### config.mk
export PLATFORM = sky130hd
export DESIGN_NAME = id_fwd_stage
export DESIGN_NICKNAME = d
export VERILOG_FILES = /design/src/rtl/id_fwd_stage.sv
export SDC_FILE = /design/constraint.sdc
export NUM_CORES = 1
export LEC_CHECK = 0
export ABC_AREA = 0
export BUFFER_PORTS_ARGS = -buffer_cell sky130_fd_sc_hd__buf_2
export CAP_MARGIN = 20
export CORE_AREA = 2 2 167 169
export DETAILED_ROUTE_END_ITERATION = 12
export DIE_AREA = 0 0 169 171
export PLACE_DENSITY = 0.68
export SLEW_MARGIN = 20
export SYNTH_ARGS = -nofsm -noshare
export SYNTH_HDL_FRONTEND = slang
export SYNTH_SLANG_ARGS = --single-unit
### constraint.sdc
create_clock -name clk -period 5.5 [get_ports clk]
set_input_delay 0.55 -clock clk [delete_from_list [all_inputs] [get_ports clk]]
set_output_delay 0.55 -clock clk [all_outputs]
set_load 0.05 [all_outputs]
### src/rtl/id_fwd_stage.sv
// -----------------------------------------------------------------------------
// id_fwd_stage : decode front end between IF and EX.
//
// Owns the IF->ID pipeline register. It also keeps the synchronous-SRAM
// instruction word stable while ID is stalled, because the SRAM output moves
// on to later fetches during that time.
//
// Each source operand is resolved through a priority forwarding network that
// sits in front of an external regfile. The block raises a load-use interlock
// request, resolves branches and jumps in ID, and tracks delay-slot status.
//
// Ports
//   clk, rst            clock, synchronous active-high reset
//   stall               global stall bus: bit1 = ID hold, bit2 = EX hold
//   flush               kill the instruction entering ID at the next edge
//   if_valid, if_pc     fetch payload captured into ID
//   inst_sram_rdata     instruction word, valid the cycle after the fetch
//   fwd_we/waddr/wdata  NUM_FWD forwarding sources, index 0 = highest priority
//   ex_is_load,
//   ex_load_waddr       load currently in EX, used for the interlock
//   rf_raddr1/2         regfile read addresses (rs, rt), combinational
//   rf_rdata1/2         regfile read data, combinational
//   id_valid, id_pc,
//   id_inst             live instruction in ID (id_inst is 0 when not valid)
//   src1/src2_data      forwarded rs/rt operands
//   id_in_delay_slot    ID instruction follows a valid branch/jump
//   stallreq            load-use interlock request
//   br_taken, br_target IF redirect
// -----------------------------------------------------------------------------
`timescale 1ns/1ps
module id_fwd_stage #(
    parameter int DATA_W  = 32,
    parameter int RA_W    = 5,
    parameter int NUM_FWD = 3,
    parameter int STALL_W = 6
) (
    input  logic                      clk,
    input  logic                      rst,
    input  logic [STALL_W-1:0]        stall,
    input  logic                      flush,
    input  logic                      if_valid,
    input  logic [DATA_W-1:0]         if_pc,
    input  logic [31:0]               inst_sram_rdata,
    input  logic [NUM_FWD-1:0]        fwd_we,
    input  logic [NUM_FWD*RA_W-1:0]   fwd_waddr,
    input  logic [NUM_FWD*DATA_W-1:0] fwd_wdata,
    input  logic                      ex_is_load,
    input  logic [RA_W-1:0]           ex_load_waddr,
    output logic [RA_W-1:0]           rf_raddr1,
    output logic [RA_W-1:0]           rf_raddr2,
    input  logic [DATA_W-1:0]         rf_rdata1,
    input  logic [DATA_W-1:0]         rf_rdata2,
    output logic                      id_valid,
    output logic [DATA_W-1:0]         id_pc,
    output logic [31:0]               id_inst,
    output logic [DATA_W-1:0]         src1_data,
    output logic [DATA_W-1:0]         src2_data,
    output logic                      id_in_delay_slot,
    output logic                      stallreq,
    output logic                      br_taken,
    output logic [DATA_W-1:0]         br_target
);

    localparam logic [5:0] OP_SPECIAL = 6'h00;
    localparam logic [5:0] OP_REGIMM  = 6'h01;
    localparam logic [5:0] OP_J       = 6'h02;
    localparam logic [5:0] OP_JAL     = 6'h03;
    localparam logic [5:0] OP_BEQ     = 6'h04;
    localparam logic [5:0] OP_BNE     = 6'h05;
    localparam logic [5:0] OP_BLEZ    = 6'h06;
    localparam logic [5:0] OP_BGTZ    = 6'h07;
    localparam logic [5:0] OP_LUI     = 6'h0F;
    localparam logic [5:0] FN_JR      = 6'h08;
    localparam logic [5:0] FN_JALR    = 6'h09;

    // Bus bits 0 and 3+ belong to other stages.
    logic stall_unused;
    assign stall_unused = ^{stall[STALL_W-1:3], stall[0]};

    logic              valid_q, valid_d;
    logic [DATA_W-1:0] pc_q, pc_d;
    logic              delay_q, delay_d;
    logic              hold_vld_q, hold_vld_d;
    logic [31:0]       inst_hold_q, inst_hold_d;

    logic              is_br_s;
    logic              take_s;
    logic [DATA_W-1:0] tgt_s;
    logic              use_rs_s, use_rt_s;

    // Resolve one operand. The lowest matching index wins, and r0 is forced to 0.
    function automatic logic [DATA_W-1:0] fwd_sel(
        input logic [RA_W-1:0]           addr,
        input logic [DATA_W-1:0]         rf_data,
        input logic [NUM_FWD-1:0]        we,
        input logic [NUM_FWD*RA_W-1:0]   waddr,
        input logic [NUM_FWD*DATA_W-1:0] wdata
    );
        logic [DATA_W-1:0] r;
        r = rf_data;
        // Walk from the lowest priority to the highest so that index 0 overrides.
        for (int i = NUM_FWD - 1; i >= 0; i--) begin
            r = (we[i] && (waddr[i*RA_W +: RA_W] == addr)) ? wdata[i*DATA_W +: DATA_W] : r;
        end
        return (addr == '0) ? '0 : r;
    endfunction

    // Effective instruction, register addressing and forwarded operands.
    always_comb begin
        if (!valid_q) begin
            id_inst = 32'h0000_0000;
        end else if (hold_vld_q) begin
            id_inst = inst_hold_q;
        end else begin
            id_inst = inst_sram_rdata;
        end
        rf_raddr1 = RA_W'(id_inst[25:21]);
        rf_raddr2 = RA_W'(id_inst[20:16]);
        src1_data = fwd_sel(rf_raddr1, rf_rdata1, fwd_we, fwd_waddr, fwd_wdata);
        src2_data = fwd_sel(rf_raddr2, rf_rdata2, fwd_we, fwd_waddr, fwd_wdata);
    end

    // Source usage and the load-use interlock.
    always_comb begin
        use_rs_s = !((id_inst[31:26] == OP_J) || (id_inst[31:26] == OP_JAL) ||
                     (id_inst[31:26] == OP_LUI));
        use_rt_s = (id_inst[31:26] == OP_SPECIAL) || (id_inst[31:26] == OP_BEQ) ||
                   (id_inst[31:26] == OP_BNE) || (id_inst[31:29] == 3'b101);
        stallreq = valid_q && ex_is_load && (ex_load_waddr != '0) &&
                   ((use_rs_s && (ex_load_waddr == rf_raddr1)) ||
                    (use_rt_s && (ex_load_waddr == rf_raddr2)));
    end

    // Branch/jump classification, condition evaluation and target selection.
    always_comb begin
        logic [DATA_W-1:0] pc_plus4;
        logic [DATA_W-1:0] cond_tgt;
        logic [DATA_W-1:0] jmp_tgt;
        pc_plus4 = pc_q + DATA_W'(4);
        cond_tgt = pc_plus4 + {{(DATA_W-18){id_inst[15]}}, id_inst[15:0], 2'b00};
        jmp_tgt  = {pc_plus4[DATA_W-1:28], id_inst[25:0], 2'b00};
        is_br_s  = 1'b0;
        take_s   = 1'b0;
        tgt_s    = cond_tgt;
        case (id_inst[31:26])
            OP_SPECIAL: begin
                if ((id_inst[5:0] == FN_JR) || (id_inst[5:0] == FN_JALR)) begin
                    is_br_s = 1'b1;
                    take_s  = 1'b1;
                    tgt_s   = src1_data;
                end else begin
                    is_br_s = 1'b0;
                end
            end
            OP_REGIMM: begin
                case (id_inst[20:16])
                    5'b00000: begin is_br_s = 1'b1; take_s = src1_data[DATA_W-1];  end
                    5'b00001: begin is_br_s = 1'b1; take_s = !src1_data[DATA_W-1]; end
                    default:  begin is_br_s = 1'b0; take_s = 1'b0;                 end
                endcase
            end
            OP_J, OP_JAL: begin
                is_br_s = 1'b1;
                take_s  = 1'b1;
                tgt_s   = jmp_tgt;
            end
            OP_BEQ:  begin is_br_s = 1'b1; take_s = (src1_data == src2_data); end
            OP_BNE:  begin is_br_s = 1'b1; take_s = (src1_data != src2_data); end
            OP_BLEZ: begin is_br_s = 1'b1; take_s = src1_data[DATA_W-1] || (src1_data == '0); end
            OP_BGTZ: begin is_br_s = 1'b1; take_s = !src1_data[DATA_W-1] && (src1_data != '0); end
            default: begin is_br_s = 1'b0; take_s = 1'b0; end
        endcase
        // A redirect is only trusted once the operands are final.
        br_taken  = valid_q && !stallreq && take_s;
        br_target = br_taken ? tgt_s : '0;
    end

    // Next state of the pipeline register, the delay flag and the instruction hold.
    always_comb begin
        valid_d     = valid_q;
        pc_d        = pc_q;
        delay_d     = delay_q;
        hold_vld_d  = hold_vld_q;
        inst_hold_d = inst_hold_q;
        if (rst) begin
            valid_d = 1'b0;
            pc_d    = '0;
            delay_d = 1'b0;
        end else if (flush || (stall[1] && !stall[2])) begin
            valid_d = 1'b0;
            pc_d    = '0;
            delay_d = 1'b0;
        end else if (!stall[1]) begin
            valid_d = if_valid;
            pc_d    = if_pc;
            delay_d = valid_q && is_br_s;
        end else begin
            valid_d = valid_q;
        end
        if (rst || flush || !stall[1]) begin
            hold_vld_d  = 1'b0;
            inst_hold_d = rst ? 32'h0000_0000 : inst_hold_q;
        end else if (!hold_vld_q) begin
            // First stalled cycle: capture the word before the SRAM moves on.
            hold_vld_d  = 1'b1;
            inst_hold_d = inst_sram_rdata;
        end else begin
            hold_vld_d = 1'b1;
        end
    end

    // State registers.
    always_ff @(posedge clk) begin
        valid_q     <= valid_d;
        pc_q        <= pc_d;
        delay_q     <= delay_d;
        hold_vld_q  <= hold_vld_d;
        inst_hold_q <= inst_hold_d;
    end

    assign id_valid         = valid_q;
    assign id_pc            = pc_q;
    assign id_in_delay_slot = delay_q;

endmodule

==> results of run 1 <==
[what timing repair did]
action | CTS | global route
hold buffers | 0 | 0
pin swaps | 4 | 7
gates resized for setup | 23 | 100
gates cloned | 1 | 1
setup buffers | 10 | 4
endpoints found under the setup margin | 33 | 33
[metrics by stage]
stage          instance area, um2  setup WS [ns]  power, mW
2_1_floorplan               10300         -0.137      0.968
3_3_place_gp                13200         -0.151       1.29
3_5_place_dp                13200         -0.126       1.30
4_1_cts                     13700       0.000974       1.87
5_1_grt                     14100        -0.0853       1.96
6_report                    14100         0.0405       1.89
[flip-flops by register name, indices dropped and copies added (netlist names)]
name	cells
hold_vld_q	1
id_in_delay_slot	1
id_pc	32
id_valid	1
inst_hold_q	32
[layer usage]
layer / up-vias / wire (um) / part of all wire, % / track usage (%)
met1: 6162 / 20800 / 38 / 42.7
met4: 2 / 3670 / 6.7 / 20.9
li1: 5948 / - / - / -
met2: 798 / 25200 / 46 / 60.8
met3: 195 / 4700 / 8.6 / 6.01
met5: - / 10 / 0.018 / 0
[Yosys cell counts (all sizes together), types with 8 or more instances]
cell type	instances	area share (%)
nor4	13	0.87
clkbuf	47	1.7
nand4	15	0.93
xor2	37	3.2
a22o	28	2.4
a21oi	87	5.3
xnor2	60	5.2
inv	61	2.3
or4	10	0.78
nand2b	18	1.1
o221ai	17	1.5
mux2i	91	9.4
nor2	138	5.1
a211oi	8	0.59
nand2	119	4.5
dfxtp	35	6.9
a211o	26	2.3
or3	22	1.4
a22oi	29	2.2
ha	30	3.7
o21a	25	1.9
nand3	27	1.4
a21o	25	1.9
nor3	50	2.5
and3	20	1.2
mux2	11	1.4
buf	53	3.4
edfxtp	32	9.5
o21ai	75	3.7
a31oi	32	2.0
[power by group]
| part | internal, mW | leakage (nW) | switching, mW | total (mW) |
|---|---|---|---|---|
| combinational | 0.280 | 6.13 | 0.489 | 0.769 |
| sequential | 0.545 | 0.622 | 0.0183 | 0.563 |
| clock | 0.321 | 0.131 | 0.242 | 0.563 |
[worst min path at each step]
stage	start	endpoint	slack (ns)	cells after the start
after detailed placement	id_in_delay_slot	id_in_delay_slot	0.48	2
final	if_pc[31]	id_pc[31]	0.44	3
after global routing	if_pc[27]	id_pc[27]	0.45	3
after CTS	if_pc[25]	id_pc[25]	0.44	3
after floorplan	inst_hold_q[3]	inst_hold_q[3]	0.56	2
after global placement	id_in_delay_slot	id_in_delay_slot	0.48	2
[worst register-to-register path, delay by kind of cell, from the launching register on]
kind                   cells  cell delay (ns)
AO/OA/AOI/OAI              2             0.30
flip-flops                 1             0.40
multiplexers               1             0.43
AND/OR/NAND/NOR            5             0.87
buffers and inverters      4             0.88
[layout make-up]
| cell class | count | area, um2 |
|---|---|---|
| repair buffers | 546 | 3310 |
| flip-flops and latches | 67 | 1670 |
| clock buffers | 10 | 239 |
| inverters | 61 | 231 |
| well taps | 346 | 433 |
| multi-input cells | 1123 | 8140 |
| clock inverters | 6 | 48.8 |
| fillers | 2738 | 13300 |
| diodes | 1 | 2.50 |
[kinds of logic after synthesis]
family / after synthesis / share of synthesized area, %
simple gates: 471 / 23.3
compound gates: 422 / 29.9
buf+inv: 161 / 7.38
mux: 102 / 10.7
xor+xnor: 97 / 8.40
flops: 67 / 16.4
fa+ha+maj: 31 / 3.91
==> metrics.csv, run 1 <==
stage;metric;value;unit
cts;clk slew on worst S/H paths;0.06;ns
worst_setup_path;Worst EP arrival;4.91;ns
sta;Final Hold Slack;0.439;ns
grt;GRT Overall Usage;35.8;%
cts;CTS buffer count;9;
place;Placer Congestion;0.973;
die;Die Y;171;um
drt;Final ANT Viol Nets;0;
sta;Fin Clk Skew;0.00787;ns
drt;Avg WL per Cell;25.2;um
cts;CTS Sinks;67;
sta;Slew headroom;42.3;%
cells_and_area;Area growth, synth to finish;39.0;%
die;Core Footprint;27300;um2
worst_setup_path;Worst path max stage delay;0.58;ns
sta;Highest Clock Rate;183;MHz
die;Ports;432;
worst_setup_path;Worst Path Required;4.95;ns
cells_and_area;Non-Filler Instances;2160;
sta;final setup fails;0;
yosys;EDFF count, synth;32;
worst_setup_path;Critical Path Start Type;register;
yosys;syn nets;1640;
die;Die X;169;um
worst_setup_path;path type of the worst setup path;register to primary output;
worst_setup_path;crit end category;primary output;
drt;Detailed Route Iter0 Violations;1122;
worst_setup_path;R2R Path Start;hold_vld_q;
sta;Worst Max-Slew Pin Slew;0.864;ns
worst_setup_path;FF-to-FF path depth;12;
worst_setup_path;CP Buf/Inv Count;7;
sta;setup_tns;0;ns
yosys;Ys Warns;0;
worst_setup_path;Top Family by Delay on Critical Path;compound AO/OA/AOI/OAI gates;
yosys;post-synthesis register bit count;67;
die;Die Area;28900;um2
cts;clk root buf;clkbuf_16;
yosys;post-synthesis async set-or-reset flop share;0;%
sta;RSZ-0062 raised after global routing;true;
yosys;syn avg cell area;7.49;um2
cells_and_area;share of post-route cells with drive strength above 1;37.7;%
cts;H-tree levels;3;
hold_path;Hold/Removal Path Class;input port to register;
pwr;PwrDens;135;nW/um2
worst_setup_path;Worst Path Max Fanout;18;
worst_setup_path;crit path capture;br_target[30];
cells_and_area;most common cell after layout, fill and taps aside;buf_2;
cts;clock tree buffer depth;2;
drt;vias per cell;6.07;
yosys;Synth cell types;90;
drt;# DRC;0;
worst_setup_path;Crit path depth;18;
cells_and_area;most frequent cells in the layout;buf_2 (395), nor2_1 (130), nand2_1 (116);
yosys;Mapped Cells;1351;
sta;final number of max-transition violations;0;
sta;Hold Vio Cnt, Final;0;
pwr;leak pwr;6.89;nW
sta;fin crit period;5.46;ns
worst_setup_path;Worst R2R End;id_in_delay_slot;
drt;drt first pass iters;6;
sta;Tcrit/Tclk final;99.3;%
grt;number of global-route vias before repair;12565;
place;port buffer count;427;
worst_setup_path;CP startpoint;hold_vld_q;
worst_setup_path;crit-path cells;buf_4, mux2i_4, nand2b_4, o2111ai_4, or3_4, buf_4, buf_4, o311ai_0, a31oi_1, or4_4, o31ai_4, buf_4, a21bo_2, o21bai_4, buf_12, buf_16, a32oi_4, buf_6;
grt;first-pass GRT wire length;78.0;mm
cts;Skew-Pair Late Insertion Delay;0.34;ns
yosys;Synth Cell Area;10100;um2
cells_and_area;final core utilization;51.5;%
grt;initial antenna violation count;2;
outcome;status;completed;
grt;largest net degree at the start of global routing;39;
die;Starting Density;37.0;%
drt;vias;13105;
cells_and_area;Final #Nets;2097;
yosys;Seq/Total Area, Yosys;16.4;%
yosys;top_reg_cell synth;dfxtp_1;
place;Placed Cells incl. Taps;2127;
grt;total grt overflow;0;
worst_setup_path;Max stage delay cell, worst path;or4_4;
place;hpwl dp;43.6;mm
drt;final wirelength;54.4;mm
pwr;peak supply drop;148;uV
die;Std-Cell Rows;61;
worst_setup_path;internal reg-to-reg setup slack;2.55;ns
worst_setup_path;most frequent CP cell;buf_4;
cts;CTS tree;done;
job;max_cap viols;0;
(Power assumes the default switching activity.)
==> run 2, diff against run 1 <==
--- a/config.mk
+++ b/config.mk
@@ -14,2 +14,3 @@
 export PLACE_DENSITY = 0.68
+export RECOVER_POWER = 100
 export SLEW_MARGIN = 20
==> constraint.sdc (replaced) <==
create_clock -name clk -period 5.5 [get_ports clk]
set_input_delay 0.275 -clock clk [delete_from_list [all_inputs] [get_ports clk]]
set_output_delay 0.275 -clock clk [all_outputs]
set_load 0.05 [all_outputs]
==> run 2 against run 1 <==
- the run now ends with capacitance limit, slew limit left
- sequential power barely moved
- register-to-register slack got worse by 0.34 ns
- non-clock buffer count fell by 9
- fmax rose by 1.4%
- final area fell by 4.0%
- clock power rose by 12%
- core utilization fell by 2.0 points
- critical endpoint is now br_target[26]
- largest power group unchanged
==> metrics.csv, run 2 (synthesized netlist as in run 1, its figures left out) <==
stage;metric;value;unit;change
outcome;status;complete, but fails checks;;was completed
outcome;failing checks;capacitance limit, slew limit;;
cells_and_area;most frequent cells in the layout;buf_2 (283), nor2_1 (134), clkbuf_1 (126);;was buf_2 (395), nor2_1 (130), nand2_1 (116)
sta;Highest Clock Rate;186;MHz;was 183 MHz
worst_setup_path;Critical Path Start Type;register;;unchanged
drt;drt first pass iters;6;;unchanged
die;Starting Density;37.0;%;unchanged
cts;clk root buf;clkbuf_16;;unchanged
sta;fin crit period;5.39;ns;was 5.46 ns
grt;largest net degree at the start of global routing;40;;was 39
cts;cts hold-fix bufs;0;;unchanged
worst_setup_path;Worst EP arrival;5.11;ns;was 4.91 ns
worst_setup_path;Top Family by Delay on Critical Path;simple AND/OR/NAND/NOR gates;;was compound AO/OA/AOI/OAI gates
worst_setup_path;CP startpoint;hold_vld_q;;unchanged
cts;CTS buffer count;9;;unchanged
worst_setup_path;crit end category;primary output;;unchanged
cells_and_area;fin area;13500;um2;was 14,100 um2
hold_path;Hold Crit Start;if_pc[12];;was if_pc[31]
sta;final number of max-transition violations;105;;was 0
worst_setup_path;CP Buf/Inv Count;5;;was 7
cells_and_area;Area growth, synth to finish;33.5;%;was 39.0%
worst_setup_path;Worst R2R End;id_in_delay_slot;;unchanged
drt;Detailed Route Iter0 Violations;1108;;was 1,122
worst_setup_path;most frequent CP cell;buf_4;;unchanged
worst_setup_path;Max stage delay cell, worst path;or4b_1;;was or4_4
cells_and_area;share of post-route cells with drive strength above 1;28.7;%;was 37.7%
grt;initial antenna violation count;2;;unchanged
sta;Hold Vio Cnt, Final;0;;unchanged
worst_setup_path;Crit path depth;17;;was 18
place;Placer Congestion;0.973;;about the same
cts;H-tree levels;3;;unchanged
cts;clk slew on worst S/H paths;0.06;ns;about the same
place;port buffer count;427;;unchanged
cells_and_area;Non-Filler Instances;2151;;was 2,160
worst_setup_path;path type of the worst setup path;register to primary output;;unchanged
drt;vias per cell;6.02;;was 6.07
worst_setup_path;FF-to-FF path depth;10;;was 12
worst_setup_path;R2R Path Start;hold_vld_q;;unchanged
grt;total grt overflow;0;;unchanged
drt;vias;12942;;was 13,105
cells_and_area;most common cell after layout, fill and taps aside;buf_2;;unchanged
grt;first-pass GRT wire length;75.9;mm;was 78.0 mm
cells_and_area;Final #Nets;2088;;was 2,097
cts;Skew-Pair Late Insertion Delay;0.34;ns;about the same
die;Die X;169;um;unchanged
cells_and_area;final core utilization;49.5;%;was 51.5%
grt;number of global-route vias before repair;12310;;was 12,565
hold_path;Hold/Removal Path Class;input port to register;;unchanged
worst_setup_path;Worst Path Required;5.22;ns;was 4.95 ns
sta;final setup fails;0;;unchanged
drt;Final ANT Viol Nets;0;;unchanged
worst_setup_path;internal reg-to-reg setup slack;2.21;ns;was 2.55 ns
worst_setup_path;crit path capture;br_target[26];;was br_target[30]
place;Area after DPL;13100;um2;was 13,200 um2
drt;final wirelength;53.0;mm;was 54.4 mm
cts;CTS Sinks;67;;unchanged
die;Die Area;28900;um2;unchanged
pwr;PwrDens;143;nW/um2;was 135 nW/um2
drt;Avg WL per Cell;24.6;um;was 25.2 um
worst_setup_path;crit-path cells;buf_12, mux2i_1, buf_4, or3_1, and4_1, nand3_2, mux2i_1, o221a_2, xor2_1, or4b_1, nor4b_2, nand4_1, mux2i_4, buf_4, buf_4, a21oi_2, buf_4;;was buf_4, mux2i_4, nand2b_4, o2111ai_4, or3_4, buf_4, buf_4, o311ai_0, a31oi_1, or4_4, o31ai_4, buf_4, a21bo_2, o21bai_4, buf_12, buf_16, a32oi_4, buf_6
cts;CTS tree;done;;unchanged
place;Placed Cells incl. Taps;2119;;was 2,127
sta;Final Hold Slack;0.169;ns;was 0.439 ns
job;max_cap viols;3;;was 0
pwr;leak pwr;6.27;nW;was 6.89 nW
worst_setup_path;Worst path max stage delay;0.55;ns;was 0.58 ns
die;Std-Cell Rows;61;;unchanged
die;Core Footprint;27300;um2;unchanged
sta;Tcrit/Tclk final;97.9;%;was 99.3%
pwr;peak supply drop;152;uV;was 148 uV
drt;# DRC;0;;unchanged
place;hpwl dp;43.3;mm;was 43.6 mm
sta;Slew headroom;-72.1;%;was 42.3%
cts;clock tree buffer depth;2;;unchanged
die;Die Y;171;um;unchanged
die;Ports;432;;unchanged
sta;Fin Clk Skew;0.00849;ns;was 0.00787 ns
worst_setup_path;Worst Path Max Fanout;20;;was 18
sta;Worst Max-Slew Pin Slew;2.58;ns;was 0.864 ns
grt;GRT Overall Usage;34.9;%;was 35.8%
[run 2: changes by cell type in the layout (fill, tap and decap cells not counted), moves of 5 or more]
cell      change
o221ai_1     +11
buf_6        -15
o21ai_0       +7
clkbuf_1    +126
o221ai_2     -11
buf_2       -112
clkbuf_2     +22
clkbuf_4      -5
buf_4        -26
o21ai_1       -6
[run 2: worst min path at each step]
stage	end	slack [ns]	cells after the start
after floorplan	id_pc[0]	0.42	2
after global placement	id_pc[0]	0.50	2
after detailed placement	id_pc[1]	0.51	2
after CTS	id_pc[12]	0.16	3
after global routing	id_pc[13]	0.18	3
final	id_pc[12]	0.17	3
[run 2: tightest hold or removal path, stage by stage]
cell     delay [ns]
buf_2          0.07
mux2i_1        0.05
nor2_1         0.07
[run 2: through the flow]
| step | TNS [ns] | total power [mW] | setup slack, ns |
|---|---|---|---|
| 6_report | 0 | 1.93 | 0.114 |
| 5_1_grt | -0.000802 | 2.00 | -0.000802 |
| 4_1_cts | 0 | 1.92 | 0.00485 |
| 3_5_place_dp | 0 | 1.29 | 0.0444 |
| 3_3_place_gp | 0 | 1.29 | 0.0525 |
| 2_1_floorplan | -0.0133 | 0.961 | -0.0133 |
[run 2: layer usage]
metal / vias to the layer above / part of all wire [%] / GRT usage [%]
met5: - / 0.034 / 0
met4: 2 / 6.4 / 19.4
met3: 165 / 8.3 / 5.78
met2: 748 / 47 / 60.0
met1: 6089 / 38 / 41.6
li1: 5938 / - / -
[run 2: repair_timing]
item	in CTS	in global routing
buffers inserted	8	7
pin swaps	2	4
resized for setup	8	35
setup endpoints to repair	33	33
[run 2: cell type report]
type / count / area, um2
Sequential cell: 67 / 1670
Clock buffer: 10 / 229
Timing Repair Buffer: 537 / 2960
Multi-Input combinational cell: 1123 / 7910
Antenna cell: 1 / 2.50
Inverter: 61 / 229
Clock inverter: 6 / 88.8
Fill cell: 2845 / 13800
Tap cell: 346 / 433
[run 2: power by group]
group | switching (mW) | total [mW] | internal, mW
clock network | 0.230 | 0.628 | 0.398
registers | 0.0172 | 0.563 | 0.546
logic | 0.478 | 0.739 | 0.261
total | 0.725 | 1.93 | 1.20
==> run 3, diff against run 2 <==
- MAX_ROUTING_LAYER: unset -> met4
==> run 3 against run 2 <==
- the flow still finishes with violations (capacitance limit, slew limit)
- largest cell class unchanged
- final cell count is 0.46% higher
- register-to-register slack got worse by 0.07 ns
- hold slack improved by 0.0018 ns
==> metrics.csv, run 3 (synthesized netlist as in run 1, its figures left out) <==
stage;metric;value;unit;change
outcome;status;complete, but fails checks;;unchanged
outcome;failing checks;capacitance limit, slew limit;;unchanged
worst_setup_path;Worst Path Max Fanout;18;;was 20
job;max_cap viols;3;;unchanged
grt;initial antenna violation count;2;;unchanged
sta;Highest Clock Rate;185;MHz;was 186 MHz
cts;clk slew on worst S/H paths;0.06;ns;about the same
hold_path;Hold/Removal Path Class;input port to register;;unchanged
cells_and_area;most frequent cells in the layout;buf_2 (280), nor2_1 (134), clkbuf_1 (130);;was buf_2 (283), nor2_1 (134), clkbuf_1 (126)
place;Placer Congestion;1.05;;was 0.973
sta;RSZ-0062 raised after global routing;false;;
drt;final wirelength;53.6;mm;was 53.0 mm
drt;# DRC;0;;unchanged
worst_setup_path;Critical Path Start Type;register;;unchanged
die;Die Y;171;um;unchanged
die;Die Area;28900;um2;unchanged
sta;Tcrit/Tclk final;98.0;%;was 97.9%
cts;CTS Sinks;67;;unchanged
sta;Slew headroom;-78.2;%;was -72.1%
cts;Skew-Pair Late Insertion Delay;0.34;ns;about the same
sta;final number of max-transition violations;105;;unchanged
cts;CTS buffer count;9;;unchanged
cts;clock tree buffer depth;2;;unchanged
sta;fin crit period;5.39;ns;about the same
drt;vias per cell;6.01;;was 6.02
pwr;peak supply drop;155;uV;was 152 uV
drt;drt first pass iters;5;;was 6
drt;Final ANT Viol Nets;0;;unchanged
grt;largest net degree at the start of global routing;43;;was 40
die;Starting Density;37.0;%;unchanged
worst_setup_path;path type of the worst setup path;register to primary output;;unchanged
place;port buffer count;427;;unchanged
sta;final setup margin;0.108;ns;was 0.114 ns
worst_setup_path;crit end category;primary output;;unchanged
cells_and_area;most common cell after layout, fill and taps aside;buf_2;;unchanged
die;Die X;169;um;unchanged
pwr;leak pwr;6.31;nW;was 6.27 nW
pwr;PwrDens;142;nW/um2;was 143 nW/um2
grt;total grt overflow;0;;unchanged
die;Ports;432;;unchanged
drt;Avg WL per Cell;24.8;um;was 24.6 um
sta;setup_tns;0;ns;unchanged
cells_and_area;Area growth, synth to finish;34.7;%;was 33.5%
worst_setup_path;most frequent CP cell;buf_4;;unchanged
drt;Detailed Route Iter0 Violations;1025;;was 1,108
place;hpwl dp;43.8;mm;was 43.3 mm
cts;clk root buf;clkbuf_16;;unchanged
drt;vias;12995;;was 12,942
sta;Final Hold Slack;0.171;ns;was 0.169 ns
cts;H-tree levels;3;;unchanged
cts;CTS tree;done;;unchanged
cells_and_area;Final #Nets;2097;;was 2,088
place;worst slack at placement;-0.137;ns;was 0.0444 ns
sta;final setup fails;0;;unchanged
die;Std-Cell Rows;61;;unchanged
worst_setup_path;Worst Path Required;5.22;ns;about the same
grt;number of global-route vias before repair;12264;;was 12,310
worst_setup_path;Worst EP arrival;5.12;ns;was 5.11 ns
grt;GRT Overall Usage;36.2;%;was 34.9%
sta;Worst Max-Slew Pin Slew;2.67;ns;was 2.58 ns
worst_setup_path;crit-path cells;buf_4, mux2i_4, nand2b_2, o2111ai_2, or3_1, buf_4, buf_4, or3_1, o221ai_1, o2111ai_1, or4_1, o31ai_4, a21bo_2, o21bai_4, buf_4, a21oi_2, clkbuf_4;;was buf_12, mux2i_1, buf_4, or3_1, and4_1, nand3_2, mux2i_1, o221a_2, xor2_1, or4b_1, nor4b_2, nand4_1, mux2i_4, buf_4, buf_4, a21oi_2, buf_4
cells_and_area;share of post-route cells with drive strength above 1;29.0;%;was 28.7%
worst_setup_path;Max stage delay cell, worst path;or4_1;;was or4b_1
sta;Fin Clk Skew;0.00717;ns;was 0.00849 ns
worst_setup_path;Worst path max stage delay;0.61;ns;was 0.55 ns
sta;Hold Vio Cnt, Final;0;;unchanged
grt;first-pass GRT wire length;75.9;mm;about the same
die;Core Footprint;27300;um2;unchanged
==> run 3: worst paths after layout <==
path | cells after the start | slack (ns) | endpoint | from
setup / recovery | 17 | 0.11 | br_target[26] | hold_vld_q
setup reg to reg | 10 | 2.14 | id_in_delay_slot | hold_vld_q
hold reg to reg | 2 | 0.53 | id_pc[1] | id_pc[1]
hold / removal | 3 | 0.17 | id_pc[2] | if_pc[2]
==> run 3: cell type report <==
| type | count | area, um2 |
|---|---|---|
| fillers | 2826 | 13700 |
| multi-input cells | 1123 | 7920 |
| well taps | 346 | 433 |
| flip-flops and latches | 67 | 1670 |
| diodes | 2 | 5.00 |
| clock buffers | 13 | 250 |
| clock inverters | 3 | 65.1 |
| inverters | 61 | 231 |
| repair buffers | 546 | 3060 |
==> run 3: worst max-delay path, delay by kind of cell, from the launching register on <==
kind / cells / cell delay [ns]
simple gates: 4 / 1.60
compound gates: 7 / 1.33
buf+inv: 5 / 1.07
flops: 1 / 0.42
mux: 1 / 0.34
==> run 3: layer usage <==
metal	wire (um)	global-route usage [%]
met5	0	-
met4	3200	19.6
met3	4440	6.29
met2	25700	61.4
met1	20200	40.8
==> run 3: power breakdown <==
| part | leakage, nW | internal [mW] | switching [mW] | total (mW) |
|---|---|---|---|---|
| combinational | 5.53 | 0.267 | 0.481 | 0.749 |
| sequential | 0.621 | 0.546 | 0.0182 | 0.564 |
| clock | 0.154 | 0.409 | 0.216 | 0.626 |
| total | 6.31 | 1.22 | 0.716 | 1.94 |
==> run 3: through the flow <==
| step | cells | cell area (um2) | util [%] | power (mW) |
|---|---|---|---|---|
| after floorplan | 1351 | 10200 | - | 0.961 |
| after global placement | 2133 | 13300 | 48.5 | 1.30 |
| after detailed placement | 2134 | 13300 | 48.6 | 1.30 |
| after CTS | 2155 | 13700 | 50.3 | 1.94 |
| after global routing | 2161 | 13600 | 49.9 | 2.00 |
| final | 2161 | 13600 | 49.9 | 1.94 |
==> run 3: what timing repair did <==
action                                  in CTS  in global routing
pin swaps                                    2                  3
endpoints found under the setup margin      33                 33
resized for setup                           30                 18
buffers inserted                             5                  4
hold buffers                                 0                  0
